==> src/rtl/single_pkg.sv <==
// Shared IEEE-754 single-precision definitions for the float utility chain
// (fractional-part and integer-part extractors).
package single_pkg;

  localparam int SINGLE_BIAS    = 127;
  localparam int SINGLE_MANT_W  = 23;
  localparam int SINGLE_EXP_MAX = 255;
  localparam logic [31:0] SINGLE_QNAN = 32'h7FC00000;

  localparam logic [7:0] EXP_BIAS8     = 8'(SINGLE_BIAS);
  localparam logic [7:0] EXP_MAX8      = 8'(SINGLE_EXP_MAX);
  // Smallest biased exponent at which every mantissa bit is integral.
  localparam logic [7:0] EXP_INTEGRAL8 = 8'(SINGLE_BIAS + SINGLE_MANT_W);

  typedef enum logic [1:0] {
    CLS_NAN,
    CLS_ZERO,
    CLS_PASS,
    CLS_NORM
  } single_cls_t;

  typedef struct packed {
    logic                     sign;
    logic [7:0]               exp;
    logic [SINGLE_MANT_W-1:0] mant;
  } single_t;

  // Mantissa bits below the binary point for unbiased exponent k (0..22).
  function automatic logic [SINGLE_MANT_W-1:0] frac_mask(input logic [4:0] k);
    return {SINGLE_MANT_W{1'b1}} >> k;
  endfunction

endpackage

==> src/rtl/single_lzc.sv <==
// Combinational 23-bit leading-zero counter; returns 23 for an all-zero input.
module single_lzc
  import single_pkg::*;
(
  input  logic [SINGLE_MANT_W-1:0] val_i,
  output logic [4:0]               lz_o
);

  // Ascending scan so the highest set bit is the last to write the result.
  always_comb begin
    lz_o = 5'(SINGLE_MANT_W);
    for (int i = 0; i < SINGLE_MANT_W; i++) begin
      if (val_i[i]) lz_o = 5'(SINGLE_MANT_W - 1 - i);
    end
  end

endmodule

==> src/rtl/single_fractional_part.sv <==
// frac(a) = a - trunc(a) for IEEE-754 single, exact, sign kept; 3-stage pipeline
// (classify/mask, LZC, normalize/pack), 3-cycle latency, valid/ready with full-rate stall chain.
module single_fractional_part
  import single_pkg::*;
#(
  parameter int          TAG_W       = 4,
  parameter bit          SIGNED_ZERO = 1'b1,
  parameter logic [31:0] NAN_VALUE   = SINGLE_QNAN
) (
  input  logic             clk,
  input  logic             rstn,
  input  logic             in_valid,
  output logic             in_ready,
  input  logic [31:0]      a,
  input  logic [TAG_W-1:0] in_tag,
  output logic             out_valid,
  input  logic             out_ready,
  output logic [31:0]      c,
  output logic [TAG_W-1:0] out_tag
);

  logic                     s1_vld_q, s2_vld_q, out_vld_q;
  single_cls_t              s1_cls_q, s2_cls_q, s1_cls_d;
  single_t                  s1_val_q, s2_val_q, s1_val_d;
  logic [TAG_W-1:0]         s1_tag_q, s2_tag_q, out_tag_q;
  logic [4:0]               s2_lz_q, s2_lz_d;
  logic [31:0]              c_q, c_d;
  single_t                  a_s;
  logic [SINGLE_MANT_W-1:0] m_masked;
  logic [7:0]               norm_exp;
  logic [SINGLE_MANT_W-1:0] norm_mant;
  logic                     out_rdy, s2_rdy;

  // Each stage may load when it is empty or its contents move on this cycle.
  assign out_rdy  = !out_vld_q | out_ready;
  assign s2_rdy   = !s2_vld_q | out_rdy;
  assign in_ready = !s1_vld_q | s2_rdy;

  assign a_s      = a;
  assign m_masked = a_s.mant & frac_mask(5'(a_s.exp - EXP_BIAS8));

  always_comb begin
    s1_cls_d = CLS_PASS;
    s1_val_d = a_s;
    if (a_s.exp == EXP_MAX8) begin
      s1_cls_d = (a_s.mant != '0) ? CLS_NAN : CLS_ZERO;
    end else if (a_s.exp >= EXP_INTEGRAL8) begin
      s1_cls_d = CLS_ZERO;
    end else if (a_s.exp >= EXP_BIAS8) begin
      s1_val_d.mant = m_masked;
      s1_cls_d      = (m_masked == '0) ? CLS_ZERO : CLS_NORM;
    end
  end

  single_lzc u_lzc (
    .val_i (s1_val_q.mant),
    .lz_o  (s2_lz_d)
  );

  // Leading one at p = 22 - lz: exponent e + p - 23, shift the hidden bit out.
  assign norm_exp  = s2_val_q.exp - 8'd1 - {3'b000, s2_lz_q};
  assign norm_mant = s2_val_q.mant << (s2_lz_q + 5'd1);

  always_comb begin
    c_d = {s2_val_q.sign, norm_exp, norm_mant};
    case (s2_cls_q)
      CLS_NAN:  c_d = NAN_VALUE;
      CLS_ZERO: c_d = {s2_val_q.sign & SIGNED_ZERO, 31'b0};
      CLS_PASS: c_d = s2_val_q;
      default:  c_d = {s2_val_q.sign, norm_exp, norm_mant};
    endcase
  end

  always_ff @(posedge clk) begin
    if (!rstn) begin
      s1_vld_q  <= 1'b0;
      s1_cls_q  <= CLS_NAN;
      s1_val_q  <= '0;
      s1_tag_q  <= '0;
      s2_vld_q  <= 1'b0;
      s2_cls_q  <= CLS_NAN;
      s2_val_q  <= '0;
      s2_lz_q   <= '0;
      s2_tag_q  <= '0;
      out_vld_q <= 1'b0;
      c_q       <= '0;
      out_tag_q <= '0;
    end else begin
      if (in_ready) s1_vld_q <= in_valid;
      if (in_valid && in_ready) begin
        s1_cls_q <= s1_cls_d;
        s1_val_q <= s1_val_d;
        s1_tag_q <= in_tag;
      end
      if (s2_rdy) s2_vld_q <= s1_vld_q;
      if (s1_vld_q && s2_rdy) begin
        s2_cls_q <= s1_cls_q;
        s2_val_q <= s1_val_q;
        s2_lz_q  <= s2_lz_d;
        s2_tag_q <= s1_tag_q;
      end
      if (out_rdy) out_vld_q <= s2_vld_q;
      if (s2_vld_q && out_rdy) begin
        c_q       <= c_d;
        out_tag_q <= s2_tag_q;
      end
    end
  end

  assign out_valid = out_vld_q;
  assign c         = c_q;
  assign out_tag   = out_tag_q;

endmodule
==> config.mk <==
export PLATFORM = sky130hd
export DESIGN_NAME = single_fractional_part
export DESIGN_NICKNAME = d
export VERILOG_FILES = /design/src/rtl/single_pkg.sv /design/src/rtl/single_lzc.sv /design/src/rtl/single_fractional_part.sv
export SDC_FILE = /design/constraint.sdc
export NUM_CORES = 1
export LEC_CHECK = 0
export ABC_CLOCK_PERIOD_IN_PS = 2500
export BUFFER_PORTS_ARGS = -buffer_cell sky130_fd_sc_hd__buf_2
export CORE_MARGIN = 2
export CORE_UTILIZATION = 53
export CTS_CLUSTER_SIZE = 40
export DETAILED_ROUTE_END_ITERATION = 16
export PLACE_DENSITY = 0.76
export SLEW_MARGIN = 10
export SYNTH_ARGS = -nofsm -noshare
export SYNTH_HDL_FRONTEND = slang
export SYNTH_SLANG_ARGS = --single-unit
==> constraint.sdc <==
create_clock -name clk -period 2.5 [get_ports clk]
set_clock_uncertainty 0.15 [all_clocks]
set_input_delay 0.125 -clock clk [delete_from_list [all_inputs] [get_ports clk]]
set_output_delay 0.125 -clock clk [all_outputs]
set_load 0.01 [all_outputs]
## After elaboration in Yosys (flattened, before gate mapping)

Cells that the tools add are included.

| word-level totals | value |
|---|---|
| register bits | 120 |

| cells by class | value |
|---|---|
| order comparisons | 2 |
| eq/ne operators | 3 |
| reduce and logical (&&, ||, !) cells | 9 |
| muxes and demuxes | 32 |
| add/subtract/negate cells | 4 |
| shift operators | 2 |
| bitwise logic cells | 4 |

Operators with widths:

| kind | count |
|---|---|
| $pmux 32 s3 | 1 |
| $mux 5 | 16 |
| $mux 23 | 3 |
| $and 23x23->23 | 1 |
| $logic_not 23->1 | 1 |
| $reduce_bool 23->1 | 1 |
| $shl 23x5->23 | 1 |
| $shr 23x5->23 const A | 1 |
| $mux 2 | 6 |
| $mux 3 | 4 |
| $eq 8x8->1 const B | 1 |
| $ge 8x7->1 const B | 1 |
| $ge 8x8->1 const B | 1 |
| $sub 8x1->8 const B | 1 |
| $sub 8x5->8 | 1 |
| $add 5x1->5 const B | 1 |
| $sub 5x5->5 const B | 1 |
| $logic_and 1x1->1 | 3 |
| $logic_not 1->1 | 3 |
| $or 1x1->1 | 3 |
| $eq 2x1->1 const B | 1 |
| $eq 2x2->1 const B | 1 |
| $logic_not 2->1 | 1 |
| $mux 1 | 2 |

## Depth between registers and ports, before layout

Gate-level depths: netlist (run 1).

| logic depth | value |
|---|---|
| word-level depth | 23 |
| mapped depth | 11 |
| mapped depth without buffers | 9 |

## Cells and area by module

A second synthesis (run 1) with hierarchy kept.

| second synthesis, totals | value |
|---|---|
| cells, all modules | 909 |
| area total of the unflattened synthesis | 7061.8 um2 |

Modules (own cells, without submodules):

| module | area each (um2) | cells each | instances | sequential area each (um2) |
|---|---|---|---|---|
| single_fractional_part | 6825.3 | 867 | 1 | 2402.3 |
| single_lzc | 236.5 | 42 | 1 | 0.0 |

## Least setup slack after synthesis (run 1)

OpenSTA, ideal clock, no wires.

| timing path | value |
|---|---|
| kind | register to register |
| from | register s2_lz_q[0] |
| to | register c_q[29] (netlist: c[29]) |
| stages on the path, launching flop included | 12 |
| path buffers | 2 |
| path slack | -0.147 ns |
| data arrival time | 2.380 ns |
| path through | dfxtp_1 > buf_6 > inv_1 > buf_2 > ha_1 > fa_1 > a21o_1 > a21o_1 > a211oi_1 > o21a_1 > mux2i_1 > a31o_2 |

| between the ends | value |
|---|---|
| word-level cells in the longest chain between the ends | 2 |

Ends and longest elaborated chain:

| element | line | text |
|---|---|---|
| start: declaration | single_fractional_part.sv:26 | `logic [4:0] s2_lz_q, s2_lz_d;` |
| start signal: assignment | single_fractional_part.sv:99 | `s2_lz_q <= s2_lz_d;` |
| $sub 8x5->8 | single_fractional_part.sv:61 | `assign norm_exp = s2_val_q.exp - 8'd1 - {3'b000, s2_lz_q};` |
| $pmux 32 s3 | single_fractional_part.sv:66 | `case (s2_cls_q)` |
| end signal: assignment | single_fractional_part.sv:86 | `c_q <= '0;` |
| end signal: assignment | single_fractional_part.sv:104 | `c_q <= c_d;` |
| end: declaration | single_fractional_part.sv:27 | `logic [31:0] c_q, c_d;` |

No other way between the ends.
A chain may end at the register's enable or synchronous reset.

## Worst setup path in the final report (run 1)

| timing path | value |
|---|---|
| from | register s2_lz_q[1] |
| to | register c_q[12] (netlist: c[12]) |

| between the ends | value |
|---|---|
| word-level cells in the longest chain between the ends | 3 |

Ends and longest elaborated chain:

| element | line | text |
|---|---|---|
| $add 5x1->5 | single_fractional_part.sv:62 | `assign norm_mant = s2_val_q.mant << (s2_lz_q + 5'd1);` |
| $shl 23x5->23 | single_fractional_part.sv:62 |  |
| $pmux 32 s3 | single_fractional_part.sv:66 |  |

No other way between the ends.

==> flow_metrics.env, run 1 <==
export IMPL_outcome="finished, final reports clean"
export IMPL_portBuffers=77
export IMPL_swShare_pct=28.0
export IMPL_worst_path_max_fanout=10
export IMPL_dp_slack_ps=103
export IMPL_hold_viol=0
export IMPL_grt_pass1_wl_um=31100
export IMPL_cts_clk_slew_worst_paths_ps=60
export IMPL_syn_area_um2=6580
export IMPL_grt_pass1_vias=6400
export IMPL_setup_viol=0
export IMPL_drt_iter0_drc=533
export IMPL_setup_slack_ps=85.8
export IMPL_die_area_um2=13300
export IMPL_r2r_cells=8
export IMPL_critPathSlowestCell="ha_2"
export IMPL_period_share_pct=96.6
export IMPL_r2r_end="c[12]$_SDFFE_PN0P_"
export IMPL_power_uw=5160
export IMPL_start_util_pct=54.6
export IMPL_p_per_area_nw_per_um2=634
export IMPL_cp_startpoint="s2_lz_q[1]$_SDFFE_PN0P_"
export IMPL_required_ps=2640
export IMPL_crit_top_cell="mux2i_1"
export IMPL_cts_tree="done"
export IMPL_wl_um=19300
export IMPL_clkPwrFrac_pct=44.7
export IMPL_p_comb_share_pct=15.1
export IMPL_synthArstFlopShare_pct=0
export IMPL_hold_ws_ps=22.9
export IMPL_dp_hpwl_um=13700
export IMPL_gr_total_overflow=0
export IMPL_die_x_um=115
export IMPL_insertion_delay_ps=420
export IMPL_antenna_found_initial=0
export IMPL_fillCellCount=998
export IMPL_fmax_ghz=0.414
export IMPL_drive_gt1_share_pct=17.9
export IMPL_post_cts_setup_buffers=0
export IMPL_yosys_warnings=0
export IMPL_grtUsageTotal_pct=29.6
export IMPL_setup_tns_ps=0
export IMPL_ys_ff_latch=120
export IMPL_rows=40
export IMPL_die_h_um=115
export IMPL_min_period_ps=2410
export IMPL_arrival_ps=2550
export IMPL_rr_startpoint="s2_lz_q[1]$_SDFFE_PN0P_"
export IMPL_syn_inst=844
export IMPL_relSlewSlack_pct=58.9
export IMPL_p_switching_uw=1450
export IMPL_path_cells="ha_2 -> buf_4 -> mux2i_1 -> mux2i_1 -> nand2_1 -> o21ai_0 -> a221oi_1 -> a21oi_1"
export IMPL_core_area_um2=12100
export IMPL_cp_start_kind="flop"
export IMPL_cp_end_kind="flop"
export IMPL_synth_distinct_cells=64
export IMPL_syn_nets=896
export IMPL_place_congestion=0.957
export IMPL_finalMaxSlewViolations=0
export IMPL_dp_cells=1057
export IMPL_synth_seq_area_share_pct=36.5
export IMPL_drtPass1Iterations=5
export IMPL_drv_cap=0
export IMPL_synth_area_top_cells="dfxtp_1, nand2_1, a21oi_1"
export IMPL_finalNonFillerCells=1129
export IMPL_numCtsBuffers=17
export IMPL_pin_count=78
export IMPL_grt_max_degree=60
export IMPL_cts_sinks=120
export IMPL_drcViolationCount=0
export IMPL_vias=6736
export IMPL_synth_area_leader_cell="dfxtp_1"
export IMPL_ys_flop_type="dfxtp_1"
export IMPL_clk_path_buf_depth=2
export IMPL_peakVddDrop_mv=0.438
export IMPL_p_leak_uw=0.00320
export IMPL_area_growth_pct=23.6
export IMPL_clockRootBuffer="clkbuf_16"
export IMPL_cts_htree_levels=4
export IMPL_final_antenna_net_count=0
export IMPL_power_frac_seq_pct=40.2
export IMPL_critPathKind="reg -> reg"
export IMPL_diodes=0
export IMPL_worstMarginPinSlew_ps=613
export IMPL_yosys_area_top_type_share_pct=36.5
export IMPL_endpoint="c[12]$_SDFFE_PN0P_"
export IMPL_worstHoldPathType="in -> reg"
export IMPL_rsz0062_at_grt="false"
export IMPL_syn_mean_instance_area_um2=7.80
export IMPL_nets=1000
export IMPL_synth_edf_count=0
export IMPL_r2r_setup_slack_ps=90
export IMPL_power_internal_uw=3720
export IMPL_cp_slowest_stage_delay_ps=440
export IMPL_vias_per_cell=5.97
export IMPL_routedWlPerCell_um=17.1
cell type report:
cell class              count  area [um2]  area share [%]
well taps                 168         210            2.58
flip-flops and latches    120        2400            29.5
clock buffers              18         429            5.27
clock inverters            14         134            1.65
multi-input cells         640        3820            47.0
inverters                  20        75.1           0.923
repair buffers            149        1060            13.1
cells by family after synthesis:
kind of cell	synth area share, %
simple gates	21.0
compound gates	24.8
flops	36.5
buf+inv	5.85
mux	7.30
xor+xnor	2.19
fa+ha+maj	2.39
layer usage:
| layer | up-vias | routed length, um | track usage (%) |
|---|---|---|---|
| met4 | 0 | 670 | 12.4 |
| li1 | 3229 | - | - |
| met1 | 3191 | 8390 | 37.6 |
| met5 | - | 0 | 0 |
| met2 | 260 | 9200 | 48.7 |
| met3 | 56 | 1010 | 6.64 |
sequential cells by signal, indices dropped and copies added, names as in the netlist:
| signal | cells |
|---|---|
| out_tag | 4 |
| c | 32 |
| s2_cls_q | 2 |
| s2_tag_q | 4 |
| s1_val_q | 32 |
| s2_lz_q | 5 |
| out_valid | 1 |
| s2_val_q | 32 |
| s1_tag_q | 4 |
| s1_cls_q | 2 |
| s1_vld_q | 1 |
| s2_vld_q | 1 |
synthesized netlist by cell type (3+ instances only):
library cell and instances:
nand2_1 189, dfxtp_1 120, a21oi_1 112, o21ai_0 52
nor2_1 47, clkbuf_1 41, nand3_1 28, o211ai_1 25
a221oi_1 21, mux2i_1 21, inv_1 20, nor3_1 18
ha_1 11, buf_2 10, a21o_1 7, mux4_2 7
xnor2_1 7, buf_6 6, nand2b_1 6, nor2b_1 6
nor4_1 6, and3_1 5, a211oi_1 4, a311oi_1 4
and2_1 4, a22oi_1 3, a31oi_1 3, buf_1 3
buf_4 3, mux2_2 3, mux4_1 3, nand4_1 3
o2111a_1 3, o41ai_1 3, xnor2_2 3
power by group through the flow:
stage / Sequential, uW / Clock (uW) / Combinational [uW]
global placement: 2110 / 0 / 713
CTS: 2070 / 2340 / 768
finish: 2070 / 2310 / 779
detailed placement: 2110 / 0 / 715
global route: 2080 / 2440 / 856
floorplan: 2100 / 0 / 493
through the flow:
stage | instance area, um2 | utilization (%)
3_3_place_gp | 7160 | 59.4
5_1_grt | 8140 | 67.5
4_1_cts | 8130 | 67.4
3_5_place_dp | 7160 | 59.4
2_1_floorplan | 6600 | -
6_report | 8140 | 67.5
layout by cell type, fill, tap and decap left out, drive strengths merged, types with 7 or more instances in the layout:
master / count
nand2: 189
dfxtp: 120
a21oi: 113
buf: 109
o21ai: 52
nor2: 49
dlygate4sd3: 40
nand3: 28
inv: 27
o211ai: 26
mux2i: 21
a221oi: 21
nor3: 19
clkbuf: 18
ha: 11
xnor2: 10
mux4: 10
a21o: 7
timing repair:
| action | CTS | global route |
|---|---|---|
| hold buffers | 40 | 0 |
| resized for setup | 0 | 2 |
| endpoints found under the hold margin | 39 | 0 |
| setup endpoints to repair | 0 | 7 |
critical path, delay by kind of cell, from the launching register on:
family | cells | cell delay, ps
fa+ha+maj | 1 | 440
compound gates | 3 | 700
simple gates | 1 | 80
buf+inv | 1 | 220
mux | 2 | 380
flops | 1 | 330
worst min-delay path by stage:
stage,cells after the start,from,endpoint,slack (ps)
after global routing,3,rstn,s1_val_q[0]$_SDFFE_PN0P_,30
final,3,rstn,s1_val_q[0]$_SDFFE_PN0P_,20
after floorplan,2,in_tag[0],s1_tag_q[0]$_SDFFE_PN0P_,110
after CTS,3,rstn,s1_val_q[0]$_SDFFE_PN0P_,6
after detailed placement,3,in_tag[3],s1_tag_q[3]$_SDFFE_PN0P_,230
after global placement,3,in_tag[3],s1_tag_q[3]$_SDFFE_PN0P_,220
No activity file was read; power rests on OpenSTA's default activity.
==> run 2: changes to the inputs <==
GPL_TIMING_DRIVEN = 1   (was not set)
PLACE_DENSITY = 0.85   (was 0.76)
==> run 2 against run 1 <==
Hold slack better by 2.1 ps. Global-route usage up 0.39 points. Total power down 0.59%. Non-clock buffer count down 4. First-iteration DRC count up 45%. Cell count down 0.35%. Die area unchanged. Sequential cell count unchanged. Wire length up 2.2%.
==> flow_metrics.env, run 2 (synthesized netlist as in run 1, its figures left out) <==
export IMPL_outcome="finished, final reports clean"
export IMPL_die_h_um=115
export IMPL_swShare_pct=29.0
export IMPL_holdPathStages=2
export IMPL_crit_top_cell="a21o_1"
export IMPL_drt_iter0_drc=775
export IMPL_hold_viol=0
export IMPL_cts_tree="done"
export IMPL_power_internal_uw=3640
export IMPL_multi_input_area_um2=3820
export IMPL_clockRootBuffer="clkbuf_16"
export IMPL_wl_um=19700
export IMPL_die_x_um=115
export IMPL_setup_slack_ps=125
export IMPL_place_congestion=1.04
export IMPL_grtUsageTotal_pct=30.0
export IMPL_setup_viol=0
export IMPL_period_share_pct=95.0
export IMPL_drive_gt1_share_pct=17.8
export IMPL_clk_path_buf_depth=2
export IMPL_diodes=0
export IMPL_clkPwrFrac_pct=44.3
export IMPL_grt_pass1_wl_um=31600
export IMPL_critPathSlowestCell="dfxtp_2"
export IMPL_drv_cap=0
export IMPL_p_switching_uw=1490
export IMPL_final_common_cell="nand2_1"
export IMPL_antenna_found_initial=0
export IMPL_p_comb_share_pct=15.2
export IMPL_worst_path_max_fanout=5
export IMPL_dp_hpwl_um=13400
export IMPL_cp_slowest_stage_delay_ps=400
export IMPL_dp_slack_ps=93.0
export IMPL_utilization_pct=67.1
export IMPL_routedWlPerCell_um=17.5
export IMPL_insertion_delay_ps=420
export IMPL_worstHoldPathType="in -> reg"
export IMPL_min_period_ps=2380
export IMPL_cts_htree_levels=4
export IMPL_die_area_um2=13300
export IMPL_peakVddDrop_mv=0.485
export IMPL_cp_end_kind="flop"
export IMPL_required_ps=2670
export IMPL_r2r_cells=9
export IMPL_cp_start_kind="flop"
export IMPL_relSlewSlack_pct=49.9
export IMPL_area_growth_pct=23.0
export IMPL_critPathKind="reg -> reg"
export IMPL_drtPass1Iterations=6
export IMPL_final_antenna_net_count=0
export IMPL_fillCellCount=980
export IMPL_gr_total_overflow=0
export IMPL_final_cell_mix="nand2_1, dfxtp_1, a21oi_1"
export IMPL_pin_count=78
export IMPL_grt_max_degree=43
export IMPL_cts_clk_slew_worst_paths_ps=60
export IMPL_vias_per_cell=5.99
export IMPL_power_uw=5130
export IMPL_worstMarginPinSlew_ps=751
export IMPL_rows=40
export IMPL_portBuffers=77
export IMPL_start_util_pct=54.6
export IMPL_power_frac_seq_pct=40.5
export IMPL_regArea_um2=2400
export IMPL_arrival_ps=2540
export IMPL_cts_sinks=120
export IMPL_path_cells="inv_2 -> ha_1 -> fa_2 -> a21o_1 -> a21o_1 -> a211oi_2 -> o21a_1 -> mux2i_1 -> a31o_2"
export IMPL_setup_tns_ps=0
export IMPL_finalMaxSlewViolations=0
export IMPL_numCtsBuffers=17
export IMPL_p_leak_uw=0.00318
export IMPL_rsz0062_at_grt="false"
export IMPL_vias=6741
export IMPL_fmax_ghz=0.421
export IMPL_core_area_um2=12100
export IMPL_p_per_area_nw_per_um2=634
export IMPL_grt_pass1_vias=6341
export IMPL_nets=996
export IMPL_drcViolationCount=0
export IMPL_stdcell_area_um2=8100
export IMPL_placed_area_um2=7150
-- run 2: cell types whose count changed in the layout (fill, tap and decap cells not counted), moves of 2 or more --
cell	change
dlygate4sd3_1	-2
inv_6	-2
clkinv_4	+3
buf_4	-2
-- run 2: repair_timing --
item	CTS	global route
setup endpoints to repair	0	14
hold endpoints to repair	38	0
buffers inserted	0	0
hold buffers	38	0
gates resized for setup	0	2
-- run 2: worst paths after layout --
check                     startpoint                 endpoint  slack (ps)
min reg2reg  out_tag[2]$_SDFFE_PN0P_  out_tag[2]$_SDFFE_PN0P_         300
max reg2reg  s2_lz_q[0]$_SDFFE_PN0P_       c[29]$_SDFFE_PN0P_         120
max          s2_lz_q[0]$_SDFFE_PN0P_       c[29]$_SDFFE_PN0P_         120
min                             rstn       c[27]$_SDFFE_PN0P_          30
-- run 2: power groups by stage --
| stage | Sequential (uW) | Combinational (uW) | Clock, uW |
|---|---|---|---|
| after CTS | 2070 | 762 | 2300 |
| after global placement | 2110 | 701 | 0 |
| after detailed placement | 2110 | 708 | 0 |
| final | 2080 | 780 | 2270 |
| after global routing | 2090 | 851 | 2390 |
| after floorplan | 2100 | 493 | 0 |
-- run 2: worst max-delay path: cells and delay by family (launching register included) --
kind / cells / cell delay (ps)
compound gates: 5 / 1010
flops: 1 / 400
buf+inv: 1 / 70
fa+ha+maj: 2 / 560
mux: 1 / 80
-- run 2: area by class of cell --
cell class                      count  area share, %
Clock inverter                     14           1.44
Inverter                           20          0.927
Clock buffer                       18           5.42
Sequential cell                   120           29.7
Tap cell                          168           2.60
Multi-Input combinational cell    640           47.2
Timing Repair Buffer              145           12.7
-- run 2: per-stage QoR --
stage               instances  hold slack (ps)
CTS                      1125             9.45
global placement         1055              217
detailed placement       1055              224
floorplan                 844              111
global route             1125             23.3
finish                   1125             25.0
-- run 2: per-layer routing --
| metal | routed length (um) | vias to the layer above | part of all wire (%) | global-route usage [%] |
|---|---|---|---|---|
| met4 | 644 | 0 | 3.3 | 12.3 |
| met2 | 9270 | 345 | 47 | 49.0 |
| met1 | 8310 | 3121 | 42 | 37.9 |
| li1 | - | 3214 | - | - |
| met5 | 0 | - | 0 | 0 |
| met3 | 1480 | 61 | 7.5 | 7.53 |
